## src/rtl/fetch_redirect_ctrl.sv

```systemverilog
// Fetch-stage PC owner. Issues instruction-memory requests over a req/rdy
// handshake, redirects on taken branches from EX and squashes the wrong-path
// IF/ID and ID/EX contents. A redirect that lands while a fetch is still
// outstanding parks its target in pend_pc until the stale response drains.
//
// Handshake: imem_req is valid-like and imem_rdy is ready-like. A request
// completes on a cycle where both are 1. While imem_req=1 and imem_rdy=0,
// imem_addr is held stable.
//
// Optional build macro FETCH_REDIRECT_STATS_EN adds the redirect_cnt and
// discard_cnt counters. When the macro is not defined, both ports read 0.
module fetch_redirect_ctrl #(
  parameter logic [31:0] RESET_VECTOR = 32'h0000_0000,
  parameter int          PC_STEP      = 4
) (
  input  logic        clk,
  input  logic        rst,
  input  logic        take_branch,
  input  logic [31:0] PC_branch,
  input  logic        stall,
  input  logic        halt,
  input  logic        imem_rdy,
  output logic        imem_req,
  output logic [31:0] imem_addr,
  output logic [31:0] PC,
  output logic [31:0] PC_4,
  output logic        fetch_valid,
  output logic        flush_IF_ID,
  output logic        flush_ID_EX,
  output logic [31:0] redirect_cnt,
  output logic [31:0] discard_cnt
);

  typedef enum logic [1:0] {
    BOOT   = 2'd0,
    RUN    = 2'd1,
    DRAIN  = 2'd2,
    HALTED = 2'd3
  } state_t;

  state_t      state, state_n;
  logic [31:0] pc_q, pc_n;
  logic [31:0] pend_pc, pend_pc_n;
  logic [31:0] target;

  // Redirect targets are always word aligned.
  assign target    = PC_branch & ~32'h3;
  assign PC        = pc_q;
  // The PC only moves once a fetch completes, so it doubles as the held address.
  assign imem_addr = pc_q;
  assign PC_4      = pc_q + 32'(PC_STEP);

  // State, PC and pending-target registers.
  always_ff @(posedge clk or posedge rst) begin
    if (rst) begin
      state   <= BOOT;
      pc_q    <= RESET_VECTOR;
      pend_pc <= 32'h0;
    end else begin
      state   <= state_n;
      pc_q    <= pc_n;
      pend_pc <= pend_pc_n;
    end
  end

  // Next-state, next-PC and handshake/flush outputs.
  always_comb begin
    state_n     = state;
    pc_n        = pc_q;
    pend_pc_n   = pend_pc;
    imem_req    = 1'b0;
    fetch_valid = 1'b0;
    flush_IF_ID = 1'b0;
    flush_ID_EX = 1'b0;
    case (state)
      BOOT: begin
        state_n = RUN;
      end
      RUN: begin
        imem_req    = 1'b1;
        fetch_valid = imem_rdy & ~take_branch;
        if (take_branch) begin
          // A halt or stall in this cycle is on the wrong path; ignore it.
          flush_IF_ID = 1'b1;
          flush_ID_EX = 1'b1;
          if (imem_rdy) begin
            pc_n = target;
          end else begin
            pend_pc_n = target;
            state_n   = DRAIN;
          end
        end else if (halt) begin
          state_n = HALTED;
        end else if (stall) begin
          fetch_valid = 1'b0;
        end else if (imem_rdy) begin
          pc_n = pc_q + 32'(PC_STEP);
        end
      end
      DRAIN: begin
        imem_req = 1'b1;
        if (take_branch) begin
          flush_IF_ID = 1'b1;
          flush_ID_EX = 1'b1;
          pend_pc_n   = target;
        end
        if (imem_rdy) begin
          // The stale response is dropped. The newest target wins.
          pc_n    = take_branch ? target : pend_pc;
          state_n = RUN;
        end
      end
      default: begin
        // HALTED: frozen until reset.
      end
    endcase
  end

`ifdef FETCH_REDIRECT_STATS_EN
  logic redirect_acc;
  logic discard_rsp;
  logic [31:0] redirect_q;
  logic [31:0] discard_q;

  assign redirect_acc = take_branch & ((state == RUN) | (state == DRAIN));
  assign discard_rsp  = imem_rdy & (((state == RUN) & take_branch) | (state == DRAIN));
  assign redirect_cnt = redirect_q;
  assign discard_cnt  = discard_q;

  // Wrapping event counters for accepted redirects and dropped responses.
  always_ff @(posedge clk or posedge rst) begin
    if (rst) begin
      redirect_q <= 32'h0;
      discard_q  <= 32'h0;
    end else begin
      if (redirect_acc) redirect_q <= redirect_q + 32'd1;
      if (discard_rsp)  discard_q  <= discard_q + 32'd1;
    end
  end
`else
  assign redirect_cnt = 32'h0;
  assign discard_cnt  = 32'h0;
`endif

endmodule

```

## config.mk

```make
export PLATFORM = sky130hd
export DESIGN_NAME = fetch_redirect_ctrl
export DESIGN_NICKNAME = d
export VERILOG_FILES = /design/src/rtl/fetch_redirect_ctrl.sv
export SDC_FILE = /design/constraint.sdc
export NUM_CORES = 1
export LEC_CHECK = 0
export CAP_MARGIN = 30
export CORE_MARGIN = 4
export CORE_UTILIZATION = 35
export DETAILED_ROUTE_END_ITERATION = 10
export MAX_ROUTING_LAYER = met4
export PLACE_DENSITY = 0.65
export SLEW_MARGIN = 20
export SYNTH_ARGS = -nofsm -noshare
export SYNTH_HDL_FRONTEND = slang
export SYNTH_SLANG_ARGS = --single-unit
```

## constraint.sdc

```tcl
create_clock -name clk -period 4.9 [get_ports clk]
set_clock_uncertainty 0.05 [all_clocks]
set_input_delay 0.98 -clock clk [delete_from_list [all_inputs] [get_ports clk]]
set_output_delay 0.98 -clock clk [all_outputs]
set_load 0.01 [all_outputs]
```

==> run_results.csv, run 1 <==
group,metric,value,unit
cts,tritoncts,"yes",
setup_path,crit_chain,"ha_1 > nand3_1 > nor4_2 > nand3_1 > xnor2_1 > clkdlybuf4s50_1",
detailed_routing,drcViolationCount,0,
grt,grt_max_degree,35,
cells_and_area,area_growth,26.1,%
setup_path,cp-end-kind,"primary output",
die,die-area,15900,sq um
placement,placed_cell_area,5860,sq um
detailed_routing,dr.first_iter.drc_count,408,
sta,drv_slew,0,
detailed_routing,ant_nets,0,
detailed_routing,drt_pass1_iterations,6,
grt,grt_pass1_vias,4288,
cts,cts_buffers,9,
min_path,min_path_type,"register to register",
power_and_ir_drop,powerDensity,672,nW/um^2
sta,tightestPinTransition,888,ps
placement,io_buffers,135,
power_and_ir_drop,p_leak,2.49,nW
sta,final-setup-viol-count,0,
sta,setup_ws,659,ps
synth,ys_warn_count,0,
cts,clock_sinks,66,
synth,syn-instance-count,542,
setup_path,crit_top_cell,"nand3_1",
die,io_pins,202,
detailed_routing,post_drt_wl_per_cell,17.4,um
cts,ctsHtreeMaxLevel,3,
placement,dpl.cell_count,791,
setup_path,path_class,"register to primary output",
cells_and_area,seqCellArea,1650,sq um
sta,layout_min_cycle_time,4240,ps
setup_path,start_kind,"register",
cts,ctsLongestPathBuffers,2,
synth,synth.distinct_cells,57,
die,core,13500,sq um
power_and_ir_drop,ir_drop,0.000283,V
sta,fmax,236,MHz
die,die_height,126,um
cts,post_cts_buffers,0,
setup_path,crit_required,3870,ps
cells_and_area,n_fill_cell,1293,
detailed_routing,routed_via_density,5.27,
cells_and_area,fin_area,6150,sq um
placement,gp_congestion,0.765,
cts,clk_latency,330,ps
sta,fin_crit_sh,0.865,
cells_and_area,final_cells,807,
die,die_x,126,um
grt,gr-total-overflow,0,
sta,whs,435,ps
cts,ctsResizeCount,0,
detailed_routing,via_count,4253,
synth,syn_area,4880,sq um
setup_path,critPathMaxStageDelay,800,ps
setup_path,critPathMaxFanout,8,
synth,ys_async_sr_fraction,1.00,
grt,grt_pass1_wl,22400,um
grt,grt_usage,0.176,
synth,synth_ff_type,"dfrtp_1",
cells_and_area,antenna_cells,0,
synth,ys_ff_latch,66,
cells_and_area,multi_input_area,2510,sq um
detailed_routing,wirelength,14100,um
sta,rsz0062_at_grt,"no",
cts,ctsHoldBuffers,0,
placement,hpwl,10100,um
setup_path,crit_slowest_cell,"nor4_2",
setup_path,worstPathArrival,3210,ps
die,fp-row-count,42,
synth,seq_area_frac_synth,0.339,
synth,synth-edff-count,0,
cells_and_area,nets,668,
job,drv_cap,0,
cells_and_area,drive_above_1_share,0.0998,
cts,cts.clk_slew.worst_paths,50,ps
outcome,status,"complete, no violations",
placement,dpl_worst_slack,1050,ps
sta,fin_setup_tns,0,ps
sta,relSlewSlack,0.408,
sta,hold_viol_final,0,
synth,syn_area_per_cell,9.00,sq um
die,start_util,0.363,
cts,root_buffer,"clkbuf_16",
grt,antenna_found_initial,0,
[through the flow]
step	power [W]	utilization
floorplan	0.00259	-
global placement	0.00343	0.435
detailed placement	0.00351	0.436
CTS	0.00415	0.457
global route	0.00441	0.457
finish	0.00413	0.457
[cells by family (layout without fill, tap and decap cells)]
logic type               count (synthesis)  in the layout  share of synthesized area
XOR/XNOR                                26             26                     0.0467
buffers and inverters                  147            173                      0.195
flip-flops                              66             66                      0.339
multiplexers                            37             37                     0.0826
other                                    1             64                   0.000769
AND/OR/NAND/NOR                        149            149                      0.162
adder cells (fa/ha/maj)                  4              4                     0.0103
AO/OA/AOI/OAI                          112            112                      0.164
[placed cells by master (no fill, tap or decap), drive strengths merged, types with 4 or more instances in the layout]
| cell type | synthesis | routed |
|---|---|---|
| a21oi | 14 | 14 |
| nor4 | 4 | 4 |
| mux2 | 26 | 26 |
| inv | 13 | 13 |
| nor3 | 7 | 7 |
| a31oi | 8 | 8 |
| ha | 4 | 4 |
| nand2 | 39 | 39 |
| xor2 | 7 | 7 |
| or2 | 4 | 4 |
| a22o | 10 | 10 |
| o21ai | 27 | 27 |
| o311ai | 8 | 8 |
| and4 | 4 | 4 |
| buf | 115 | 10 |
| o211ai | 16 | 16 |
| and3 | 5 | 5 |
| clkinv | 0 | 4 |
| nor2b | 7 | 7 |
| xnor2 | 19 | 19 |
| mux2i | 11 | 11 |
| nand3 | 23 | 23 |
| or3 | 16 | 16 |
| nand4 | 10 | 10 |
| clkdlybuf4s50 | 0 | 134 |
| dfrtp | 66 | 66 |
| clkbuf | 19 | 10 |
| conb | 1 | 64 |
| o2bb2ai | 6 | 6 |
| nor2 | 21 | 21 |
[where the power goes]
group          internal [W]  total (W)  switching [W]  leakage, nW
clock network      0.000390   0.000633       0.000243        0.142
registers          0.000809    0.00116       0.000355        0.777
logic               0.00124    0.00233        0.00110         1.57
[synthesized netlist by cell type, types with 5 or more instances]
library cell | count | area share
nand3_1 | 22 | 0.023
dfrtp_1 | 66 | 0.34
inv_1 | 13 | 0.010
clkbuf_1 | 17 | 0.013
buf_2 | 11 | 0.011
nor2b_1 | 7 | 0.0090
nand4_1 | 10 | 0.013
nor2_1 | 21 | 0.016
o211ai_1 | 15 | 0.023
o2bb2ai_1 | 6 | 0.011
and3_1 | 5 | 0.0064
xnor2_1 | 19 | 0.034
xor2_1 | 7 | 0.013
a22o_1 | 10 | 0.018
nand2_1 | 39 | 0.030
a31oi_1 | 8 | 0.010
a21oi_1 | 14 | 0.014
o311ai_0 | 8 | 0.014
o21ai_0 | 26 | 0.027
or3_1 | 16 | 0.021
nor3_1 | 7 | 0.0072
mux2_2 | 24 | 0.055
mux2i_1 | 11 | 0.023
buf_4 | 100 | 0.15
[metal layers]
metal / GRT usage / wire (um) / up-vias
met5: - / 0 / -
met1: 0.226 / 5990 / 2085
li1: - / - / 1940
met4: 0.0429 / 170 / 0
met2: 0.285 / 7010 / 214
met3: 0.0385 / 912 / 14
[critical path, delay by kind of cell (launching register included)]
kind | cells | cell delay, ps
xor+xnor | 1 | 230
fa+ha+maj | 1 | 250
buf+inv | 1 | 570
flops | 1 | 470
simple gates | 3 | 1380
[final cells by class]
type | instances | area share
clock buffers | 10 | 0.0372
inverters | 13 | 0.00794
multi-input cells | 392 | 0.408
repair buffers | 144 | 0.233
well taps | 176 | 0.0358
clock inverters | 6 | 0.00936
flip-flops and latches | 66 | 0.269
[sequential cells by signal, indices dropped and copies added, names as in the netlist]
name	flops
state	2
pend_pc	32
PC	32
[path summary, 6_finish.rpt]
kind	start	end	slack, ps	cells after the start
worst min register to register	pend_pc[30]$_DFFE_PP0P_	pend_pc[30]$_DFFE_PP0P_	430	1
worst max-delay path	PC[2]$_DFFE_PP0P_	PC_4[30]	660	6
worst min-delay path	pend_pc[30]$_DFFE_PP0P_	pend_pc[30]$_DFFE_PP0P_	430	1
max in group asynchronous	rst	PC[18]$_DFFE_PP0P_	2800	3
worst max register to register	state[0]$_DFFE_PP0P_	PC[17]$_DFFE_PP0P_	2080	8
min in group asynchronous	rst	pend_pc[25]$_DFFE_PP0P_	1030	2
Note: power is estimated with default switching activity, not from simulation.
==> run 2, diff against run 1 <==
Settings changed: CORE_MARGIN 4 to 3, CTS_CLUSTER_DIAMETER set to 40.
==> run 2 against run 1 <==
Against the previous run:
- sequential power about the same
- worst setup slack improved by 20 ps
- cell count unchanged
- global-route usage increased by 0.54 points
- hold slack improved by 4.7 ps
- first-iteration DRC count decreased by 3.2%
- largest cell class unchanged
- combinational power about the same
- maximum frequency increased by 0.48%
==> run_results.csv, run 2 (synthesis gave the netlist of run 1 again) <==
group,metric,value,unit
die,io_pins,202,
grt,grt_pass1_wl,21400,um
cts,tritoncts,"yes",
cts,post_cts_buffers,0,
power_and_ir_drop,p_leak,2.51,nW
die,die_x,124,um
sta,fmax,237,MHz
outcome,status,"complete, no violations",
grt,grt.busiest_layer,"met2",
placement,io_buffers,135,
die,start_util,0.363,
sta,rsz0062_at_grt,"no",
setup_path,crit_top_cell,"nand3_1",
die,core,13500,sq um
setup_path,worstPathArrival,3190,ps
cells_and_area,layout_commonest_cell,"clkdlybuf4s50_1",
power_and_ir_drop,p_switching,0.00170,W
setup_path,crit_slowest_cell,"nor4_2",
cells_and_area,area_growth,27.2,%
sta,tightestPinTransition,891,ps
sta,drv_slew,0,
min_path,hold_path_depth,1,
cts,clk_latency,330,ps
detailed_routing,dr.first_iter.drc_count,395,
cells_and_area,antenna_cells,0,
detailed_routing,post_drt_wl_per_cell,17.5,um
cts,root_buffer,"clkbuf_16",
detailed_routing,wirelength,14100,um
placement,hpwl,9880,um
grt,grt.met1_usage,0.239,
detailed_routing,routed_via_density,5.26,
detailed_routing,via_count,4243,
setup_path,r2r_cells,7,
power_and_ir_drop,power.share.switching,0.403,
grt,grt_pass1_vias,4099,
sta,hold_viol_final,0,
cells_and_area,drive_above_1_share,0.0998,
detailed_routing,drt_pass1_iterations,7,
detailed_routing,drcViolationCount,0,
sta,fin_setup_tns,0,ps
die,die-area,15400,sq um
sta,final-setup-viol-count,0,
setup_path,worst-path-buf-inv,1,
grt,grt_max_degree,47,
min_path,min_path_type,"register to register",
grt,grt_use_met3,0.0263,
detailed_routing,ant_nets,0,
sta,fin_crit_sh,0.861,
cts,clock_sinks,66,
die,die_height,124,um
setup_path,crit_required,3870,ps
cells_and_area,nets,668,
setup_path,path_class,"register to primary output",
grt,antenna_found_initial,0,
sta,layout_min_cycle_time,4220,ps
cts,ctsResizeCount,0,
cts,cts.clk_slew.worst_paths,60,ps
setup_path,start_kind,"register",
power_and_ir_drop,ir_drop,0.000264,V
setup_path,cp_top_family,"simple AND/OR/NAND/NOR gates",
setup_path,crit_chain,"ha_1 > nand3_1 > nor4_2 > nand3_1 > xnor2_1 > clkdlybuf4s50_1",
setup_path,critPathMaxFanout,8,
grt,grt_use_met2,0.295,
power_and_ir_drop,power,0.00421,W
setup_path,cp.depth,6,
grt,gr-total-overflow,0,
setup_path,critPathMaxStageDelay,790,ps
cts,cts_buffers,9,
cells_and_area,layout_common_cells,"clkdlybuf4s50_1 (134), dfrtp_1 (66), conb_1 (64)",
cts,ctsHtreeMaxLevel,3,
job,drv_cap,0,
cts,ctsHoldBuffers,0,
sta,relSlewSlack,0.406,
cts,ctsLongestPathBuffers,2,
power_and_ir_drop,power_frac_seq,0.277,
power_and_ir_drop,powerDensity,679,nW/um^2
placement,gp_congestion,0.796,
grt,grt_usage,0.181,
power_and_ir_drop,clockPowerShare,0.166,
power_and_ir_drop,combPwrFrac,0.556,
setup_path,cp-end-kind,"primary output",
power_and_ir_drop,p_int,0.00251,W
die,fp-row-count,42,
run 2: changes by cell type in the layout (fill, tap and decap cells not counted):
cell       delta
clkinv_2      -2
buf_6         -1
bufinv_16     +1
buf_4         -1
clkbuf_8      +1
buf_12        +2
run 2: power groups by stage:
stage / Combinational [W] / Clock, W / Sequential [W]
after CTS: 0.00236 / 0.000708 / 0.00116
after floorplan: 0.00151 / 0 / 0.00108
after global routing: 0.00253 / 0.000734 / 0.00122
final: 0.00234 / 0.000701 / 0.00117
after global placement: 0.00229 / 0 / 0.00114
after detailed placement: 0.00234 / 0 / 0.00117
run 2: cell type report:
class | instances | area, sq um
clock buffers | 11 | 243
clock inverters | 5 | 77.6
fillers | 1292 | 7250
inverters | 13 | 48.8
multi-input cells | 392 | 2510
flip-flops and latches | 66 | 1650
well taps | 176 | 220
repair buffers | 144 | 1450
run 2: worst paths after layout:
check	start	to	slack [ps]
worst max-delay path	PC[2]$_DFFE_PP0P_	PC_4[24]	680
max in group asynchronous	rst	PC[8]$_DFFE_PP0P_	3070
worst min register to register	pend_pc[30]$_DFFE_PP0P_	pend_pc[30]$_DFFE_PP0P_	440
min in group asynchronous	rst	pend_pc[25]$_DFFE_PP0P_	840
worst min-delay path	pend_pc[30]$_DFFE_PP0P_	pend_pc[30]$_DFFE_PP0P_	440
worst max register to register	state[0]$_DFFE_PP0P_	pend_pc[9]$_DFFE_PP0P_	2050
run 2: layer usage:
metal | part of all wire | wire, um
met1 | 0.43 | 6090
met4 | 0.012 | 164
met2 | 0.49 | 6970
met3 | 0.062 | 868
met5 | 0 | 0
run 2: through the flow:
stage	hold WS [ps]	setup slack [ps]	cells	cell area, sq um	util
2_1_floorplan	408	1960	605	5110	-
3_3_place_gp	421	1010	789	5860	0.435
3_5_place_dp	429	999	790	5860	0.436
4_1_cts	442	606	806	6180	0.460
5_1_grt	469	436	807	6200	0.461
6_report	440	680	807	6200	0.461
==> run 3, diff against run 2 <==
Settings changed: CTS_CLUSTER_SIZE set to 12.
==> results of run 3 <==
The final DEF is identical to that of run 2; final timing and power are the same.
